==> config.mk <==
export PLATFORM = sky130hd
export DESIGN_NAME = instruction_fetch_flat
export DESIGN_NICKNAME = d
export VERILOG_FILES = /design/src/rtl/instruction_fetch_pkg.sv /design/src/rtl/instruction_fetch_if.sv /design/src/rtl/instruction_fetch.sv /design/src/flat_wrapper.sv
export SDC_FILE = /design/constraint.sdc
export NUM_CORES = 1
export LEC_CHECK = 0
export BUFFER_PORTS_ARGS = -buffer_cell sky130_fd_sc_hd__buf_2
export CORE_ASPECT_RATIO = 2
export CORE_UTILIZATION = 40
export CTS_CLUSTER_DIAMETER = 150
export CTS_CLUSTER_SIZE = 20
export DETAILED_ROUTE_END_ITERATION = 6
export PLACE_DENSITY = 0.66
export SLEW_MARGIN = 20
export SYNTH_ARGS = -nofsm -noshare
export SYNTH_HDL_FRONTEND = slang
export SYNTH_SLANG_ARGS = --single-unit
==> constraint.sdc <==
create_clock -name clock -period 3.8 [get_ports clock]
set_clock_uncertainty 0.2 [all_clocks]
set_input_delay 0.38 -clock clock [delete_from_list [all_inputs] [get_ports clock]]
set_output_delay 0.38 -clock clock [all_outputs]
set_load 0.05 [all_outputs]
==> src/rtl/instruction_fetch_pkg.sv <==
// Shared definitions for the instruction fetch stage: state encoding,
// address width and the NOP word.
package instruction_fetch_pkg;

  localparam int ADDR_W = 14;
  localparam logic [31:0] NOP = 32'h0000_0000;

  typedef enum logic [1:0] {
    FETCH    = 2'd0,
    REDIRECT = 2'd1,
    HOLD     = 2'd2
  } if_state_t;

endpackage

==> src/rtl/instruction_fetch_if.sv <==
// Program-memory read port used by the fetch stage (master) and the memory (slave).
interface instruction_fetch_if;
  import instruction_fetch_pkg::*;

  logic              imem_req;
  logic [ADDR_W-1:0] imem_addr;
  logic              imem_ack;
  logic [31:0]       imem_rdata;

  modport master (output imem_req, output imem_addr, input imem_ack, input imem_rdata);
  modport slave  (input imem_req, input imem_addr, output imem_ack, output imem_rdata);
endinterface

==> src/rtl/instruction_fetch.sv <==
// Instruction fetch stage: issues program-memory reads, absorbs wait states,
// stalls and branch redirects, and feeds the IF/ID register.
module instruction_fetch
  import instruction_fetch_pkg::*;
#(
  parameter logic [ADDR_W-1:0] RESET_PC = 14'h0000
) (
  input  logic                clock,
  input  logic                nreset,
  input  logic                stall,
  input  logic                take_branch_addr,
  input  logic [ADDR_W-1:0]   branch_addr,
  instruction_fetch_if.master mem,
  output logic [31:0]         instruction_out,
  output logic [ADDR_W-1:0]   return_addr_out
);

  if_state_t         state_q, state_d;
  logic [ADDR_W-1:0] pc_q, pc_d;
  logic [ADDR_W-1:0] redir_q, redir_d;
  logic [31:0]       hold_instr_q, hold_instr_d;
  logic [ADDR_W-1:0] hold_ret_q, hold_ret_d;
  logic [31:0]       instr_q, instr_d;
  logic [ADDR_W-1:0] ret_q, ret_d;
  logic              req_en_q;
  logic              req;
  logic              ack;
  logic [ADDR_W-1:0] pc_inc;

  // req_en_q keeps the bus quiet during reset and for the release cycle;
  // an ack without a live request is never acted on.
  assign req    = req_en_q && (state_q != HOLD);
  assign ack    = req && mem.imem_ack;
  assign pc_inc = pc_q + 14'd1;

  assign mem.imem_req    = req;
  assign mem.imem_addr   = pc_q;
  assign instruction_out = instr_q;
  assign return_addr_out = ret_q;

  always_comb begin
    state_d      = state_q;
    pc_d         = pc_q;
    redir_d      = redir_q;
    hold_instr_d = hold_instr_q;
    hold_ret_d   = hold_ret_q;
    instr_d      = instr_q;
    ret_d        = ret_q;
    if (take_branch_addr) begin
      // Branch wins over stall and ack; any buffered word is dropped.
      instr_d = NOP;
      ret_d   = '0;
      case (state_q)
        FETCH: begin
          if (ack) begin
            pc_d = branch_addr;
          end else begin
            redir_d = branch_addr;
            state_d = REDIRECT;
          end
        end
        REDIRECT: begin
          redir_d = branch_addr;
          if (ack) begin
            pc_d    = branch_addr;
            state_d = FETCH;
          end
        end
        HOLD: begin
          pc_d    = branch_addr;
          state_d = FETCH;
        end
        default: state_d = FETCH;
      endcase
    end else begin
      case (state_q)
        FETCH: begin
          if (ack) begin
            pc_d = pc_inc;
            if (stall) begin
              hold_instr_d = mem.imem_rdata;
              hold_ret_d   = pc_inc;
              state_d      = HOLD;
            end else begin
              instr_d = mem.imem_rdata;
              ret_d   = pc_inc;
            end
          end else if (!stall) begin
            instr_d = NOP;
          end
        end
        REDIRECT: begin
          // The in-flight word belongs to the abandoned path.
          if (!stall) instr_d = NOP;
          if (ack) begin
            pc_d    = redir_q;
            state_d = FETCH;
          end
        end
        HOLD: begin
          if (!stall) begin
            instr_d = hold_instr_q;
            ret_d   = hold_ret_q;
            state_d = FETCH;
          end
        end
        default: state_d = FETCH;
      endcase
    end
  end

  always_ff @(posedge clock or negedge nreset) begin
    if (!nreset) begin
      state_q      <= FETCH;
      pc_q         <= RESET_PC;
      redir_q      <= '0;
      hold_instr_q <= NOP;
      hold_ret_q   <= '0;
      instr_q      <= NOP;
      ret_q        <= '0;
      req_en_q     <= 1'b0;
    end else begin
      state_q      <= state_d;
      pc_q         <= pc_d;
      redir_q      <= redir_d;
      hold_instr_q <= hold_instr_d;
      hold_ret_q   <= hold_ret_d;
      instr_q      <= instr_d;
      ret_q        <= ret_d;
      req_en_q     <= 1'b1;
    end
  end

endmodule

==> src/flat_wrapper.sv <==
// flat-port wrapper written by rule: the top's interface ports become plain ports
module instruction_fetch_flat import instruction_fetch_pkg::*;
#(
  parameter logic [ADDR_W-1:0] RESET_PC = 14'h0000
)
  (clock, nreset, stall, take_branch_addr, branch_addr, instruction_out, return_addr_out, mem_imem_req, mem_imem_addr, mem_imem_ack, mem_imem_rdata);
  instruction_fetch_if mem_i ();
  input  logic clock;
  input  logic nreset;
  input  logic stall;
  input  logic take_branch_addr;
  input  logic [ADDR_W-1:0] branch_addr;
  output logic [31:0] instruction_out;
  output logic [ADDR_W-1:0] return_addr_out;
  output wire logic [$bits(mem_i.imem_req)-1:0] mem_imem_req;
  output wire logic [$bits(mem_i.imem_addr)-1:0] mem_imem_addr;
  input wire logic [$bits(mem_i.imem_ack)-1:0] mem_imem_ack;
  input wire logic [$bits(mem_i.imem_rdata)-1:0] mem_imem_rdata;
  assign mem_imem_req = mem_i.imem_req;
  assign mem_imem_addr = mem_i.imem_addr;
  assign mem_i.imem_ack = mem_imem_ack;
  assign mem_i.imem_rdata = mem_imem_rdata;
  instruction_fetch #(.RESET_PC(RESET_PC)) u_core (.clock(clock), .nreset(nreset), .stall(stall), .take_branch_addr(take_branch_addr), .branch_addr(branch_addr), .mem(mem_i), .instruction_out(instruction_out), .return_addr_out(return_addr_out));
endmodule
==> impl_metrics.ini <==
[pwr]
p_leak_nw = 3.69
p_switching_mw = 2.59
p_int_mw = 3.64
swShare_pct = 41.6
clkPwrFrac_pct = 26.0
ir_drop_uv = 462
power_frac_comb_pct = 39.7
power_density_nw_per_um2 = 739
p_seq_share_pct = 34.3

[final_layout]
utilization_pct = 48.9
layout.nets = 868
final_common_cell = dfrtp_1
multi_input_area_sq_um = 3620
final_cell_mix = dfrtp_1 (123), buf_2 (110), o21ai_0 (73), a21oi_1 (54), nand2_1 (52)
seqCellArea_sq_um = 3080
diodes = 0
fillCellCount = 1644
syn2layout_area_growth_pct = 19.7
drive_above_1_share_pct = 26.8
fin_cells = 1036

[placed_design]
dpl_worst_slack_ns = 0.918
port_buffers = 111
gp_congestion = 0.829
dp_hpwl_microns = 13500
placedCellCount = 988

[logic_synthesis]
synth_edf_count = 0
ys_ff_latch = 123
yosysSeqAreaShare_pct = 43.7
synth_top_area_cell = dfrtp_1
synth_top_area_share_pct = 43.7
postSynthAreaPerCell_sq_um = 9.84
synth_area_leaders = dfrtp_1 (44%), mux2_2 (8.0%), o21ai_0 (5.2%), and4b_1 (4.5%), a22o_1 (4.2%)
ys.flop_type = dfrtp_1
yosys_warnings = 0
syn_area_sq_um = 7050
mappedNetlistNets = 771
ys_async_sr_fraction_pct = 100
synth_cell_type_count = 63
syn_inst = 716

[global_route]
antenna_found_initial = 0
grt_max_degree = 68
grt_pass1_vias = 6075
grt_pass1_wl_microns = 32200
grt-ovfl-total = 0
grtUsageTotal_pct = 23.7

[worst_setup_path]
crit_path_max_incr_delay_ns = 0.60
crit_arrival_ns = 3.03
cp_cell_sequence = inv_1 -> ha_2 -> buf_4 -> nand2_1 -> o32ai_4 -> nand2_1 -> o221ai_1
critPathSlowestCell = o32ai_4
cpMostUsedCell = nand2_1
path_max_fanout = 54
critPathLaunchType = flip-flop
endpoint_kind = flip-flop
setup.worst_path.class = flip-flop to flip-flop
required_ns = 3.94

[sta]
post-route-min-period_ns = 2.89
setup_viol_count_final = 0
rsz0062_at_grt = false
period_share_pct = 75.9
final_hold_viol_count = 0
relSlewSlack_pct = 36.9
worst_pin_slew_ns = 0.946
final.setup.tns_ns = 0
maxClockFrequency_mhz = 347
final_max_slew_viol_count = 0
hold_slack_ns = 0.00911
layout_setup_ws_ns = 0.914

[clock_tree]
cts.sinks = 123
clk_latency_ns = 0.43
clockBufferDepth = 2
cts_tree = built
post-cts-setup-buffers = 0
clk_pin_slew_ns = 0.06
cts_root_buf = clkbuf_16
cts_buffers = 17
htreeDepth = 4

[floorplanning]
die_w_microns = 95.9
fp.dieH_microns = 190
core.rowCount = 68
core_sq_um = 17300
die-area_sq_um = 18200
initial_core_util_pct = 40.8
boundaryPins = 112

[outcome]
run_status = finished clean

[detailed_routing]
antenna_left = 0
drc_errors = 0
via_count = 6081
first_iter_violations = 256
wl_per_cell_microns = 19.7
drt_first_pass_iters = 5
via_per_inst = 5.87
routed_wl_microns = 20400

[min_path]
hold_path.class = input pin to flip-flop

[job]
cap_violations = 0
final timing paths:
check / start / to / slack [ns] / cells past startpoint
max: u_core.state_q[0]$_DFFE_PN0P_ / u_core.mem.imem_addr[8]$_DFFE_PN0P_ / 0.91 / 7
min: branch_addr[9] / u_core.redir_q[9]$_DFFE_PN0P_ / 0.009 / 2
max reg2reg: u_core.state_q[0]$_DFFE_PN0P_ / u_core.mem.imem_addr[8]$_DFFE_PN0P_ / 0.91 / 7
min reg2reg: u_core.return_addr_out[9]$_DFFE_PN0P_ / u_core.return_addr_out[9]$_DFFE_PN0P_ / 0.28 / 1
max in group asynchronous: nreset / u_core.hold_ret_q[12]$_DFFE_PN0P_ / 2.13 / 3
min in group asynchronous: nreset / u_core.instruction_out[11]$_DFFE_PN0P_ / 0.42 / 2
layer usage:
| layer | share of wire (%) | track usage (%) | vias up | wire length (microns) |
|---|---|---|---|---|
| met1 | 38 | 25.5 | 3011 | 7780 |
| met3 | 3.2 | 4.28 | 48 | 657 |
| met2 | 54 | 42.5 | 154 | 11100 |
| li1 | - | - | 2868 | - |
| met4 | 4.4 | 13.0 | 0 | 896 |
| met5 | 0 | 0 | - | 0 |
final cells by class:
class                   instances  share of cell area (%)
clock inverters                12                    1.69
multi-input cells             518                    42.9
flip-flops and latches        123                    36.5
clock buffers                  20                    5.29
well taps                     210                    3.11
inverters                      10                   0.445
repair buffers                143                    10.1
synthesized netlist by cell type, drive strengths merged (3+ instances only):
library cell / number
dfrtp: 123
o21ai: 73
a21oi: 55
nand2: 52
mux2: 50
clkbuf: 37
a211oi: 35
a22o: 34
and2: 33
and4b: 32
nor2: 30
buf: 28
nand2b: 12
inv: 10
nand3: 10
nor3: 8
o22ai: 8
o31a: 6
o31ai: 6
mux2i: 5
nor4: 5
o211ai: 5
o21a: 5
ha: 4
nor2b: 4
o22a: 4
o2bb2ai: 4
o311ai: 4
a31oi: 3
nand4: 3
xor2: 3
cells by family (layout without fill, tap and decap cells):
family          Yosys count  in the layout  share of synthesized area [%]
compound gates          258            258                           24.3
xor+xnor                  5              5                          0.622
fa+ha+maj                 4              4                          0.710
buf+inv                  75            185                           5.04
flops                   123            123                           43.7
mux                      55             55                           8.70
other cells               1              1                         0.0532
simple gates            195            195                           16.9
sequential cells by signal (all words and copies together), names as in the netlist:
register,cells
u_core.return_addr_out,14
u_core.mem.imem_addr,14
u_core.redir_q,14
u_core.hold_instr_q,32
u_core.state_q,2
u_core.instruction_out,32
u_core.hold_ret_q,14
u_core.req_en_q,1
worst max-delay path, delay by kind of cell (launching register included):
kind	cells	cell delay, ns
simple gates	2	0.42
flops	1	0.40
fa+ha+maj	1	0.37
compound gates	2	0.80
buf+inv	2	0.61
repair_timing:
action	in CTS	in global routing
hold buffers	16	0
hold endpoints to repair	81	0
resized for setup	0	0
metrics by stage:
| step | instance area, sq um | total power [mW] |
|---|---|---|
| final | 8440 | 6.23 |
| after CTS | 8440 | 6.28 |
| after global routing | 8440 | 6.58 |
| after global placement | 7690 | 4.56 |
| after detailed placement | 7690 | 4.61 |
| after floorplan | 7050 | 3.96 |
power groups by stage:
stage | combinational, mW | sequential [mW] | clock, mW
CTS | 2.49 | 2.13 | 1.65
global route | 2.67 | 2.20 | 1.70
finish | 2.47 | 2.14 | 1.62
floorplan | 1.44 | 2.52 | 0
detailed placement | 2.46 | 2.15 | 0
global placement | 2.42 | 2.14 | 0
Power figures use the tool's default switching activity.
